**config.mk**
```make
export PLATFORM = sky130hd
export DESIGN_NAME = stat_bist_ctrl
export DESIGN_NICKNAME = d
export VERILOG_FILES = /design/src/rtl/stat_bist_pkg.sv /design/src/rtl/stat_bist_misr.sv /design/src/rtl/stat_bist_ctrl.sv
export SDC_FILE = /design/constraint.sdc
export NUM_CORES = 1
export LEC_CHECK = 0
export BUFFER_PORTS_ARGS = -buffer_cell sky130_fd_sc_hd__buf_2
export CAP_MARGIN = 10
export CORE_ASPECT_RATIO = 0.8
export CORE_UTILIZATION = 56
export DETAILED_ROUTE_END_ITERATION = 16
export PLACE_DENSITY = 0.88
export SYNTH_ARGS = -nofsm -noshare
export SYNTH_HDL_FRONTEND = slang
export SYNTH_SLANG_ARGS = --single-unit
```
**constraint.sdc**
```tcl
create_clock -name clk -period 2.3 [get_ports clk]
set_input_delay 0.115 -clock clk [delete_from_list [all_inputs] [get_ports clk]]
set_output_delay 0.115 -clock clk [all_outputs]
set_load 0.05 [all_outputs]
```
**src/rtl/stat_bist_pkg.sv**
```systemverilog
// Shared types and constants for the Stat-class logic-BIST sequencer.
// Stat cores: 21 inputs, 24 outputs.
package stat_bist_pkg;

  typedef enum logic [2:0] {
    ST_IDLE,
    ST_SEED,
    ST_RUN,
    ST_DRAIN,
    ST_DONE
  } state_t;

  localparam int DEF_N_IN  = 21;
  localparam int DEF_N_OUT = 24;

  localparam int LFSR_TAP_A = 20;
  localparam int LFSR_TAP_B = 18;

  localparam logic [DEF_N_OUT-1:0] MISR_POLY =
    24'hC20001;

endpackage

```
**src/rtl/stat_bist_misr.sv**
```systemverilog
// Multiple-input signature register with clear and enable.
// Clear wins over enable; POLY selects the feedback taps.
module stat_bist_misr
  import stat_bist_pkg::*;
#(
  parameter int           W    = DEF_N_OUT,
  parameter logic [W-1:0] POLY = MISR_POLY
) (
  input  logic         clk,
  input  logic         rst_n,
  input  logic         clr_i,
  input  logic         en_i,
  input  logic [W-1:0] d_i,
  output logic [W-1:0] sig_o
);

  logic [W-1:0] r_sig;
  logic [W-1:0] w_fb;

  assign w_fb  = r_sig[W-1] ? POLY : '0;
  assign sig_o = r_sig;

  always_ff @(posedge clk) begin
    if (!rst_n) begin
      r_sig <= '0;
    end else if (clr_i) begin
      r_sig <= '0;
    end else if (en_i) begin
      r_sig <= {r_sig[W-2:0], 1'b0} ^ w_fb ^ d_i;
    end
  end

endmodule

```
**src/rtl/stat_bist_ctrl.sv**
```systemverilog
// LFSR/MISR BIST sequencer for Stat-class cores.
// Optional BIST_SEED_LOAD_EN adds a seed_i port.
module stat_bist_ctrl
  import stat_bist_pkg::*;
#(
  parameter int               N_IN       = DEF_N_IN,
  parameter int               N_OUT      = DEF_N_OUT,
  parameter int               N_PATTERNS = 1024,
  parameter int               CORE_LAT   = 1,
  parameter logic [N_IN-1:0]  SEED       = 21'h000001,
  parameter logic [N_OUT-1:0] GOLDEN_SIG = 24'h000000
) (
  input  logic             clk,
  input  logic             rst_n,
  input  logic             start_i,
  input  logic             abort_i,
`ifdef BIST_SEED_LOAD_EN
  input  logic [N_IN-1:0]  seed_i,
`endif
  output logic [N_IN-1:0]  pat_o,
  output logic             pat_valid_o,
  input  logic [N_OUT-1:0] resp_i,
  output logic             busy_o,
  output logic             done_o,
  output logic             pass_o,
  output logic [N_OUT-1:0] sig_o
);

  localparam int CW = 17;
  localparam logic [CW-1:0] LAST = CW'(N_PATTERNS);

  state_t              r_state;
  logic [N_IN-1:0]     r_lfsr;
  logic [N_IN-1:0]     r_pat;
  logic                r_pat_valid;
  logic [CW-1:0]       r_cnt;
  logic [CORE_LAT-1:0] r_vpipe;
  logic                r_busy;
  logic                r_done;
  logic                r_pass;

  logic [N_IN-1:0]  w_seed_raw;
  logic [N_IN-1:0]  w_seed;
  logic [N_IN-1:0]  w_lfsr_nxt;
  logic [N_OUT-1:0] w_sig;
  logic             w_abort;
  logic             w_go;
  logic             w_misr_en;

`ifdef BIST_SEED_LOAD_EN
  assign w_seed_raw = seed_i;
`else
  assign w_seed_raw = SEED;
`endif

  // An all-zero seed would lock the LFSR.
  assign w_seed = (w_seed_raw == '0) ?
                  N_IN'(1) : w_seed_raw;

  assign w_lfsr_nxt = {r_lfsr[N_IN-2:0],
                       r_lfsr[LFSR_TAP_A] ^
                       r_lfsr[LFSR_TAP_B]};

  assign w_abort = abort_i && (r_state != ST_IDLE);
  assign w_go    = start_i && !abort_i &&
                   ((r_state == ST_IDLE) ||
                    (r_state == ST_DONE));
  assign w_misr_en = r_vpipe[CORE_LAT-1] && !w_abort;

  stat_bist_misr #(
    .W    (N_OUT),
    .POLY (MISR_POLY)
  ) u_misr (
    .clk   (clk),
    .rst_n (rst_n),
    .clr_i (w_go),
    .en_i  (w_misr_en),
    .d_i   (resp_i),
    .sig_o (w_sig)
  );

  always_ff @(posedge clk) begin
    if (!rst_n) begin
      r_state     <= ST_IDLE;
      r_lfsr      <= '0;
      r_pat       <= '0;
      r_pat_valid <= 1'b0;
      r_cnt       <= '0;
      r_vpipe     <= '0;
      r_busy      <= 1'b0;
      r_done      <= 1'b0;
      r_pass      <= 1'b0;
    end else begin
      r_vpipe[0] <= r_pat_valid;
      for (int i = 1; i < CORE_LAT; i++) begin
        r_vpipe[i] <= r_vpipe[i-1];
      end
      if (w_abort) begin
        r_state     <= ST_IDLE;
        r_pat_valid <= 1'b0;
        r_vpipe     <= '0;
        r_busy      <= 1'b0;
        r_done      <= 1'b0;
        r_pass      <= 1'b0;
      end else begin
        unique case (r_state)
          ST_IDLE, ST_DONE: begin
            if (w_go) begin
              r_state <= ST_SEED;
              r_lfsr  <= w_seed;
              r_cnt   <= '0;
              r_busy  <= 1'b1;
              r_done  <= 1'b0;
              r_pass  <= 1'b0;
            end
          end
          ST_SEED: begin
            r_state     <= ST_RUN;
            r_pat       <= r_lfsr;
            r_pat_valid <= 1'b1;
            r_cnt       <= CW'(1);
          end
          ST_RUN: begin
            if (r_cnt == LAST) begin
              r_state     <= ST_DRAIN;
              r_pat_valid <= 1'b0;
            end else begin
              r_lfsr <= w_lfsr_nxt;
              r_pat  <= w_lfsr_nxt;
              r_cnt  <= r_cnt + CW'(1);
            end
          end
          ST_DRAIN: begin
            if (r_vpipe == '0) begin
              r_state <= ST_DONE;
              r_busy  <= 1'b0;
              r_done  <= 1'b1;
              r_pass  <= (w_sig == GOLDEN_SIG);
            end
          end
          default: r_state <= ST_IDLE;
        endcase
      end
    end
  end

  assign pat_o       = r_pat;
  assign pat_valid_o = r_pat_valid;
  assign busy_o      = r_busy;
  assign done_o      = r_done;
  assign pass_o      = r_pass;
  assign sig_o       = w_sig;

endmodule

```
# Yosys cells after proc, flatten, opt, wreduce, memory -nomap -nowiden
# Index checks and enable logic that the tools add are counted.
# W data, S select, Z words.
[op_classes]
addsub = 1
eq_ne = 9
order_cmp = 0
mux = 22
reduce_logical = 23
n_shift = 0
bitwise = 5
multipliers = 0
div_mod_pow = 0
[op_table]
columns = ["cell", "n"]
rows = [
  ["$pmux W21 S2", 2],
  ["$pmux W17 S3", 1],
  ["$xor A24 B24 Y24", 2],
  ["$mux W21", 2],
  ["$mux W17", 2],
  ["$logic_not A24 Y1", 1],
  ["$mux W24", 1],
  ["$add A17 B1 Y17 const B", 1],
  ["$eq A17 B11 Y1 const B", 1],
  ["$pmux W3 S4", 1],
  ["$mux W3", 3],
  ["$reduce_and A3 Y1", 3],
  ["$pmux W1 S2", 4],
  ["$reduce_and A4 Y1", 2],
  ["$eq A3 B2 Y1 const B", 2],
  ["$mux W1", 6],
  ["$ne A2 B2 Y1 const B", 3],
  ["$reduce_bool A2 Y1", 3],
  ["$reduce_bool A3 Y1", 2],
  ["$reduce_or A2 Y1", 3],
  ["$logic_and A1 B1 Y1", 4],
  ["$eq A3 B1 Y1 const B", 1],
  ["$eq A3 B3 Y1 const B", 1],
  ["$logic_not A3 Y1", 1],
  ["other kinds (6)", 8],
]
[totals]
ramBits = 0
output_inout_bits = 49
rom_bits = 0
register_bits = 91
word_cells = 70
latchBits = 0
memories = 0

# Logic depth before layout (Yosys ltp)
# Gate-level depths: netlist of run 1.
[depth]
ltp_word = 5
ltp_mapped = 7
depth_no_buf = 6

# Modules after synthesis
# Synthesis of run 1 repeated with hierarchy kept, for this count alone.
[hier_totals]
hier_cells = 506
area_unflattened_um2 = 4314.1
[by_module_without_submodules]
columns = ["module", "n_inst", "area_each_um2", "seq_area_each_um2", "cells_per_inst"]
rows = [
  ["stat_bist_ctrl", 1, 3120.5, 1341.3, 395],
  ["stat_bist_misr", 1, 1193.6, 480.5, 111],
]

# Worst setup path before layout of run 1
# No wires, ideal clock.
[synth_timing]
kind = "flip-flop to flip-flop"
startpoint = "register r_cnt[0]"
endpoint = "register r_pat[10] (netlist: pat_o[10])"
setup_time_ns = 0.072
arrival_ns = 1.801
path_slack_ns = 0.427
t_required_ns = 2.228
stages_incl_launch_ff = 8
n_path_buf = 1
path_cell_list = "dfxtp_1 > inv_1 > ha_1 > nor4bb_1 > nand4_2 > a22oi_4 > buf_6 > mux2i_1"
[synth_via]
elab_chain_len = 3
[synth_lines]
columns = ["element", "line_no", "source"]
rows = [
  ["start: declaration", "stat_bist_ctrl.sv:36", "logic [CW-1:0] r_cnt;"],
  ["start signal: assignment", "stat_bist_ctrl.sv:130", "r_cnt <= r_cnt + CW'(1);"],
  ["$eq A17 B11 Y1", "stat_bist_ctrl.sv:124", "if (r_cnt == LAST) begin"],
  ["$ne A2 B2 Y1 (no line)", "--", ""],
  ["$reduce_and A3 Y1 (no line)", "--", ""],
  ["end signal: assignment", "stat_bist_ctrl.sv:119", "r_pat <= r_lfsr;"],
  ["end signal: assignment", "stat_bist_ctrl.sv:129", "r_pat <= w_lfsr_nxt;"],
  ["end: declaration", "stat_bist_ctrl.sv:34", "logic [N_IN-1:0] r_pat;"],
]
# No other way between the ends.
# A chain may end at the register's enable or synchronous reset.

# Final worst setup path of run 1
[layout_timing]
startpoint = "register r_cnt[0]"
endpoint = "register r_lfsr[20]"
[layout_via]
elab_chain_len = 3
[layout_lines]
columns = ["element", "line_no", "source"]
rows = [
  ["$eq A17 B11 Y1", "stat_bist_ctrl.sv:124", ""],
  ["$ne A2 B2 Y1 (no line)", "--", ""],
  ["$reduce_and A4 Y1 (no line)", "--", ""],
  ["end signal: assignment", "stat_bist_ctrl.sv:110", "r_lfsr <= w_seed;"],
  ["end signal: assignment", "stat_bist_ctrl.sv:128", "r_lfsr <= w_lfsr_nxt;"],
  ["end: declaration", "stat_bist_ctrl.sv:33", "logic [N_IN-1:0] r_lfsr;"],
]
# No other way between the ends.

==> results of run 1 <==
==> flip-flops by register name, indices dropped and copies added, names as in the netlist <==
name	count
u_misr.sig_o	24
pat_o	21
r_lfsr	21
r_cnt	17
r_state	3
busy_o	1
done_o	1
pass_o	1
pat_valid_o	1
r_vpipe	1
==> kinds of logic after synthesis <==
logic type      Yosys count  share of synthesized area (%)
simple gates            168                           18.7
compound gates          100                           16.3
flops                    91                           42.6
mux                      45                           11.1
buf+inv                  43                           4.65
xor+xnor                 28                           5.74
fa+ha+maj                 3                          0.878
==> worst reg2reg max path, cell delays in order, from the launching register on <==
cell and delay, ps:
dfxtp_1 370, inv_1 80, ha_1 130, nor4bb_1 390, nand4_2 210, buf_4 260
nand2_1 90, buf_4 230, o22ai_1 120
==> routing by layer <==
metal | part of all wire, % | up-vias
met5 | 0 | -
met4 | 0.69 | 0
met3 | 5.8 | 6
met2 | 47 | 104
met1 | 46 | 1756
li1 | - | 1855
==> area by class of cell <==
class / instances / area [um2] / share of cell area (%)
multi-input cells: 344 / 2260 / 45.7
clock inverters: 4 / 50.0 / 1.01
flip-flops and latches: 91 / 1820 / 36.9
inverters: 8 / 30.0 / 0.608
clock buffers: 12 / 145 / 2.94
well taps: 105 / 131 / 2.66
repair buffers: 89 / 503 / 10.2
==> how the worst max path moves through the flow <==
stage               startpoint          to  slack (ps)  depth (start not counted)
global route          r_cnt[0]  r_lfsr[20]         160                          8
floorplan             r_cnt[0]   pat_o[10]         430                          7
finish                r_cnt[0]  r_lfsr[20]         320                          8
global placement      r_cnt[0]  r_lfsr[14]         430                          8
detailed placement    r_cnt[0]   r_lfsr[4]         350                          8
CTS                   r_cnt[0]   r_lfsr[4]         340                          8
==> layout by cell type (no fill, tap or decap), drive strengths merged, types with 4 or more instances in the layout <==
| cell type | Yosys | layout |
|---|---|---|
| nand3 | 4 | 4 |
| mux2i | 25 | 25 |
| nor2 | 33 | 33 |
| a31oi | 26 | 26 |
| nor3 | 5 | 5 |
| a211oi | 25 | 25 |
| nand2b | 8 | 8 |
| nand2 | 80 | 80 |
| clkbuf | 17 | 12 |
| a21oi | 8 | 8 |
| o22ai | 20 | 20 |
| dfxtp | 91 | 91 |
| and4 | 4 | 4 |
| o21ai | 5 | 5 |
| nor4 | 12 | 12 |
| nand4 | 6 | 6 |
| buf | 18 | 89 |
| mux2 | 20 | 20 |
| inv | 8 | 8 |
| xnor2 | 27 | 27 |
==> through the flow <==
step | util (%) | setup WS, ps | hold slack [ps] | cells
CTS | 66.8 | 338 | 36.4 | 653
finish | 66.8 | 320 | 49.2 | 653
floorplan | - | 427 | 318 | 478
global placement | 64.2 | 430 | 415 | 637
global route | 66.8 | 164 | 49.7 | 653
detailed placement | 64.2 | 354 | 419 | 637
==> power by group <==
group	internal, mW	switching, mW
Combinational	0.399	0.657
Clock	0.532	0.549
Sequential	1.65	0.109
==> metrics, run 1 <==
outcome=complete, no violations; r2r setup slk=320 ps; Max Slew Vio Count=0; layer with the highest usage=met2; count leader, synth=dfxtp_1; worst r2r src=r_cnt[0]; hpwl dp=6240 um; clock root buffer=clkbuf_8; PD cells=789 nW/um2; CTS HTree Levels=3; CP max-delay cell=nor4bb_1; dpl cell area=4750 um2; CTS sink cnt=91; TritonCTS buffer count=9; Post-route DRC=0; post-route setup TNS=0 ps; Worst EP arrival=2210 ps; initial antenna violation count=0; post_cts resized=0; P&R area growth vs syn=15.6%; sequential area share after synthesis=42.6%; Hold Startpoint=resp_i[14]; CP top delay family=simple AND/OR/NAND/NOR gates; DIE WIDTH=99.7 um; CP Capture Type=flip-flop; period utilisation layout=86.1%; synthesized area=4280 um2; Synth cell types=49; # IOs=77; Synth Instances=478; Max-cap violations=0; drt total wl=9150 um; Min-Delay Endpoint=u_misr.sig_o[14]; CP dominant cell by count=buf_4; Critical Path RT=2530 ps; GR Overflow Total=0; Rel. slew slack=61.8%; Leakage=2.03 nW; vias in the first global route=3346; Post-synth EDFFs=0; Yosys top cell area share=42.6%; Synth Area per Inst=8.94 um2; R2R cell count=8; vias post-DR=3721; FFs w/ async S/R, synth=0%; worst-path cell chain=inv_1 -> ha_1 -> nor4bb_1 -> nand4_2 -> buf_4 -> nand2_1 -> buf_4 -> o22ai_1; Hold Path Depth=3; Die ar.=7990 um2; synth cell count leaders=dfxtp_1 (91), nand2_1 (80), nor2_1 (33), xnor2_1 (27), a31oi_1 (26); Tot Pwr=3.90 mW; met2 GRT Util=38.1%; leading area contributor after synthesis=dfxtp_1; first-pass GRT wire length=15300 um; worst skew pair latency=350 ps; Min-Delay Path Class=in2reg; layout cell share with drive strength beyond 1=23.5%; Synth area leaders=dfxtp_1 (43%), nand2_1 (7.0%), mux2i_1 (5.9%); met3 Use GR=7.31%; RSZ-0062 raised after global routing=false; core region area=7390 um2; num rows=28; warning count from the yosys run=0; Nets=574; drt pass-1 iters=5; r2r endpoint=r_lfsr[20]; CTS Hold Bufs=0; Max Freq=505 MHz; Hold Violations, Final=0; met1 track demand over resource=30.6%; gpl congestion=0.837; clk slew on worst S/H paths=90 ps; design area=4940 um2; Worst path max stage delay=390 ps; number of fillers in the final layout=547; ANT nets after route=0; crit path kind=reg2reg; initial DRC count=155; Tot GR Track Use=23.7%; fin crit period=1980 ps; n_diodes=0; Initial Util=57.8%; Slew @ Worst Pin=573 ps; clk buf depth=2; Max rail drop VDD=560 uV; register bit total from synthesis=91; final setup fails=0; Routed wire per std cell=14.0 um; Die Ht=80.2 um; Most used DFF post-synth=dfxtp_1; Worst Clk Skew=7.95 ps; Crit path buffers/inverters=3; Post-CTS Setup Inserts=0; routed vias/inst=5.70; CP Max Fanout=20; largest net degree at the start of global routing=66; Syn Nets=509; # port buffers=76; Worst Setup Start Kind=flip-flop; CTS tree=built
No activity file was read; power rests on OpenSTA's default activity.
==> run 2, diff against run 1 <==
--- a/config.mk
+++ b/config.mk
@@ -8,9 +8,9 @@
 export BUFFER_PORTS_ARGS = -buffer_cell sky130_fd_sc_hd__buf_2
 export CAP_MARGIN = 10
 export CORE_ASPECT_RATIO = 0.8
-export CORE_UTILIZATION = 56
+export CORE_UTILIZATION = 50
 export DETAILED_ROUTE_END_ITERATION = 16
-export PLACE_DENSITY = 0.88
+export PLACE_DENSITY = 0.84
 export SYNTH_ARGS = -nofsm -noshare
 export SYNTH_HDL_FRONTEND = slang
 export SYNTH_SLANG_ARGS = --single-unit
==> constraint.sdc (replaced) <==
create_clock -name clk -period 1.8 [get_ports clk]
set_input_delay 0.09 -clock clk [delete_from_list [all_inputs] [get_ports clk]]
set_output_delay 0.09 -clock clk [all_outputs]
set_load 0.05 [all_outputs]
==> run 2 against run 1 <==
Against the previous run:
- maximum frequency is 13% higher
- power is 40% higher
- global-route usage is 0.32 points lower
- first-iteration DRC count is 69% higher
- final cell count is 5.7% higher
- largest power group unchanged
- combinational power is 54% higher
- critical path type unchanged
==> metrics, run 2 (same netlist as run 1, synthesis figures left out) <==
Routed wire per std cell=15.6 um; CTS tree=built; fin crit period=1750 ps; largest net degree at the start of global routing=35; clock root buffer=clkbuf_8; period utilisation layout=97.2%; Worst Setup Start Kind=flip-flop; first-pass GRT wire length=17000 um; post-route setup TNS=0 ps; gpl congestion=0.840; Cell Int Power=3.63 mW; Sequential Power Share=40.9%; ANT nets after route=0; dpl cell area=5010 um2; final core occ=66.3%; hpwl dp=7050 um; Max-cap violations=0; P&R area growth vs syn=25.5%; worst r2r src=r_cnt[1]; Hold Path Depth=3; # port buffers=76; r2r endpoint=pat_o[20]; Max Freq=572 MHz; CP Max Fanout=5; drt total wl=10800 um; layout cell share with drive strength beyond 1=30.1%; most common cell after layout, fill and taps aside=dfxtp_1; Worst EP arrival=2040 ps; design area=5370 um2; Hold Violations, Final=0; Initial Util=52.8%; TritonCTS buffer count=9; core region area=8090 um2; Max rail drop VDD=534 uV; Comb power frac=29.9%; final worst setup slack=51.1 ps; Post-CTS Setup Inserts=0; worst skew pair latency=370 ps; Post-route DRC=0; Hold Startpoint=resp_i[12]; sw power=1.82 mW; max reg flops=24; drt pass-1 iters=5; most frequent cells in the layout=dfxtp_1 (88), nand2_1 (80), buf_2 (76), buf_4 (36), nor2_1 (32); Slew @ Worst Pin=416 ps; CTS HTree Levels=3; number of fillers in the final layout=613; # IOs=77; vias in the first global route=3653; Leakage=2.26 nW; routed vias/inst=5.76; clk slew on worst S/H paths=100 ps; Die ar.=8930 um2; Clock power frac=29.3%; num rows=29; final setup fails=0; n_diodes=0; initial DRC count=262; initial antenna violation count=0; clk buf depth=2; Max Slew Vio Count=0; Die Ht=84.7 um; DIE WIDTH=105 um; Critical Path RT=2090 ps; Tot GR Track Use=23.4%; crit path kind=reg2reg; Setup Slack @ Placement=19.4 ps; vias post-DR=3974; GR Overflow Total=0; outcome=complete, no violations; r2r setup slk=50 ps; hold slack=11.5 ps; R2R cell count=7; Min-Delay Endpoint=u_misr.sig_o[12]; CTS sink cnt=91; Worst Clk Skew=8.80 ps; CP Capture Type=flip-flop; Nets=608; switching share of power=33.3%; Min-Delay Path Class=in2reg; Rel. slew slack=72.2%; PD cells=1020 nW/um2; RSZ-0062 raised after global routing=true
==> run 2: cell count changes in the layout (fill, tap and decap cells not counted), sizes merged <==
cell / previous run / this run
inv: 8 / 10
bufinv: 1 / 2
buf: 89 / 119
clkbuf: 12 / 11
clkinvlp: 2 / 1
dlygate4sd3: 0 / 3
==> run 2: worst max-delay path by stage <==
stage | start | endpoint | cells after the start
finish | r_cnt[1] | pat_o[20] | 7
CTS | r_cnt[0] | r_lfsr[16] | 7
detailed placement | r_cnt[0] | r_lfsr[14] | 8
global route | r_cnt[1] | pat_o[0] | 7
floorplan | r_cnt[0] | pat_o[10] | 7
global placement | r_cnt[0] | r_lfsr[14] | 8
==> run 2: metrics by stage <==
stage	std cells	total power, mW
2_1_floorplan	478	3.34
3_5_place_dp	669	3.79
3_3_place_gp	669	3.75
5_1_grt	690	5.67
6_report	690	5.45
4_1_cts	687	5.37
==> run 2: final cells by class <==
class	count	area [um2]	area share, %
multi-input combinational	344	2310	43.1
timing repair buffer	123	828	15.4
inverter	8	30.0	0.560
clock buffer	10	138	2.56
clock inverter	6	96.3	1.80
tap	108	135	2.52
sequential	91	1830	34.0
==> run 2: power groups by stage <==
stage | registers [mW] | clock network (mW) | logic [mW]
floorplan | 2.46 | 0 | 0.879
global placement | 2.26 | 0 | 1.49
detailed placement | 2.27 | 0 | 1.53
CTS | 2.22 | 1.61 | 1.54
global route | 2.24 | 1.70 | 1.73
finish | 2.23 | 1.59 | 1.63
==> run 2: critical path, cell delays in order (launching register included) <==
cell,delay [ps]
dfxtp_2,340
inv_2,70
ha_4,120
nor4bb_4,230
nand4_2,190
a22oi_4,310
clkbuf_16,210
mux2i_1,210
==> run 2: timing repair <==
action,4_1_cts,5_1_grt
cloned,0,2
endpoints found under the setup margin,2,63
resized for setup,1,14
pin swaps,0,3
hold buffers,2,1
endpoints found under the hold margin,2,1
==> run 2: layer usage <==
| layer | wire [um] | part of all wire, % | global-route usage, % |
|---|---|---|---|
| met5 | 0 | 0 | 0 |
| met1 | 4750 | 44 | 29.0 |
| met3 | 642 | 6.0 | 6.91 |
| met2 | 5170 | 48 | 39.5 |
| met4 | 205 | 1.9 | 6.79 |
==> run 3, diff against run 2 <==
--- a/config.mk
+++ b/config.mk
@@ -5,10 +5,11 @@
 export SDC_FILE = /design/constraint.sdc
 export NUM_CORES = 1
 export LEC_CHECK = 0
+export ABC_AREA = 1
 export BUFFER_PORTS_ARGS = -buffer_cell sky130_fd_sc_hd__buf_2
 export CAP_MARGIN = 10
 export CORE_ASPECT_RATIO = 0.8
-export CORE_UTILIZATION = 50
+export CORE_UTILIZATION = 51
 export DETAILED_ROUTE_END_ITERATION = 16
 export PLACE_DENSITY = 0.84
 export SYNTH_ARGS = -nofsm -noshare
==> run 3 against run 2 <==
Against the previous run:
- sequential power rose by 17%
- power increased by 36%
- final cell count increased by 29%
- sequential cell count is the same
- worst hold slack better by 95 ps
- setup slack got worse by 49 ps
- count of clock-buffer cells in the layout up 3
- sequential share of layout area shrank 1.8 points
- combinational power up 75%
- global-route usage rose by 0.49 points
- maximum frequency decreased by 2.7%
- critical endpoint is now r_lfsr[20]
==> metrics, run 3 <==
outcome=complete, no violations; core region area=8710 um2; CTS HTree Levels=3; # placed instances=865; clk buf depth=2; worst r2r src=r_cnt[0]; CP Capture Type=flip-flop; initial DRC count=306; Hold Startpoint=resp_i[17]; fin crit period=1800 ps; largest net degree at the start of global routing=50; R2R cell count=12; Die ar.=9570 um2; Synth Area per Inst=6.73 um2; final worst setup slack=2.04 ps; hpwl dp=7410 um; RSZ-0062 raised after global routing=true; Critical Path RT=2040 ps; CTS tree=built; Max Freq=556 MHz; vias in the first global route=4024; crit path kind=reg2reg; num rows=30; Min-Delay Path Class=in2reg; routed vias/inst=5.27; # port buffers=76; count leader, synth=nand2_1; layout cell share with drive strength beyond 1=19.1%; CTS sink cnt=91; Post-route DRC=0; Worst Setup Start Kind=flip-flop; clk slew on worst S/H paths=60 ps; max reg flops=24; Synth area leaders=dfxtp_1 (39%), nand2_1 (12%), nor2_1 (9.5%); final setup fails=0; clock root buffer=clkbuf_16; Hold Path Depth=4; synthesized area=4680 um2; Nets=807; Synth cell types=29; DIE WIDTH=109 um; most frequent cells in the layout=nand2_1 (136), nor2_1 (116), dfxtp_1 (89), inv_1 (88), buf_2 (76); Slew @ Worst Pin=643 ps; sequential area share after synthesis=38.9%; Tot Pwr=7.41 mW; ANT nets after route=0; initial antenna violation count=0; drt total wl=12200 um; Min-Delay Endpoint=u_misr.sig_o[17]; Most used DFF post-synth=dfxtp_1; Max rail drop VDD=806 uV; r2r endpoint=r_lfsr[20]; register bit total from synthesis=91; gpl congestion=0.881; most common cell after layout, fill and taps aside=nand2_1; synth cell count leaders=nand2_1 (144), nor2_1 (118), dfxtp_1 (91), inv_1 (91), o21ai_0 (71); Max Slew Vio Count=0; r2r setup slk=2 ps; Worst Clk Skew=5.22 ps; Worst EP arrival=2030 ps; vias post-DR=4707; P&R area growth vs syn=21.0%; FFs w/ async S/R, synth=0%; Yosys top cell area share=38.9%; warning count from the yosys run=0; Initial Util=53.8%; Syn Nets=727; period utilisation layout=99.9%; Max-cap violations=0; GR Overflow Total=0; Hold Violations, Final=0; Setup Slack @ Placement=-239 ps; first-pass GRT wire length=18000 um; Post-synth EDFFs=0; worst skew pair latency=340 ps; CP Max Fanout=7; Rel. slew slack=57.2%; Critical Path Start=r_cnt[0]; n_diodes=0; Layout Cells excl Fill=893; Leakage=2.66 nW; drt pass-1 iters=5; Die Ht=87.7 um; Synth Instances=696; TritonCTS buffer count=9; number of fillers in the final layout=710; leading area contributor after synthesis=dfxtp_1; PD cells=1310 nW/um2; # IOs=77; Tot GR Track Use=23.9%; Routed wire per std cell=13.7 um; final core occ=65.1%
[run 3: worst max path at each step]
stage	end	slack, ps
global placement	u_misr.sig_o[5]	-100
detailed placement	u_misr.sig_o[16]	-240
global route	r_lfsr[20]	-80
finish	r_lfsr[20]	2
CTS	r_lfsr[10]	10
floorplan	u_misr.sig_o[23]	220
[run 3: final cells by class]
class                           instances  area (um2)  area share [%]
Multi-Input combinational cell        479        2390            42.1
Sequential cell                        91        1830            32.2
Timing Repair Buffer                  102         656            11.6
Inverter                               93         354            6.24
Clock buffer                           13         260            4.59
Tap cell                              112         140            2.47
Clock inverter                          3        46.3           0.816
[run 3: cell families after synthesis]
| kind of cell | Yosys count | synth area share (%) |
|---|---|---|
| XOR/XNOR | 27 | 5.05 |
| AND/OR/NAND/NOR | 306 | 27.5 |
| adder cells (fa/ha/maj) | 3 | 0.801 |
| buffers and inverters | 128 | 12.1 |
| AO/OA/AOI/OAI | 141 | 15.7 |
| flip-flops | 91 | 38.9 |
[run 3: critical path, stage by stage (launching register included)]
cell	delay (ps)
dfxtp_2	340
inv_2	90
ha_4	130
inv_2	20
nor2_1	90
nand2_1	90
nor2_4	120
nand3_4	170
nand3b_4	250
clkbuf_16	190
nand2_1	60
nand2_1	60
nor2_1	60
[run 3: power by group]
| group | internal, mW | switching [mW] | leakage, nW |
|---|---|---|---|
| clock | 1.16 | 0.769 | 0.146 |
| combinational | 0.930 | 1.93 | 1.77 |
| sequential | 2.35 | 0.266 | 0.743 |
[run 3: repair_timing]
action                                  CTS  global route
cloned                                    0             8
resized for setup                         1            27
hold buffers                              0             0
pin swaps                                 0            13
endpoints found under the setup margin   24            69
buffers inserted                          0             4
[run 3: through the flow]
| stage | setup TNS (ps) | hold WS (ps) | area [um2] |
|---|---|---|---|
| after global routing | -906 | 113 | 5670 |
| after CTS | 0 | 109 | 5430 |
| after floorplan | 0 | 327 | 4680 |
| after detailed placement | -3760 | 450 | 5120 |
| after global placement | -2140 | 432 | 5120 |
| final | 0 | 107 | 5670 |
[run 3: layer usage]
layer	wire (um)	global-route usage [%]
met2	5870	40.4
met3	977	6.32
met4	240	7.99
met1	5130	29.6
met5	0	0
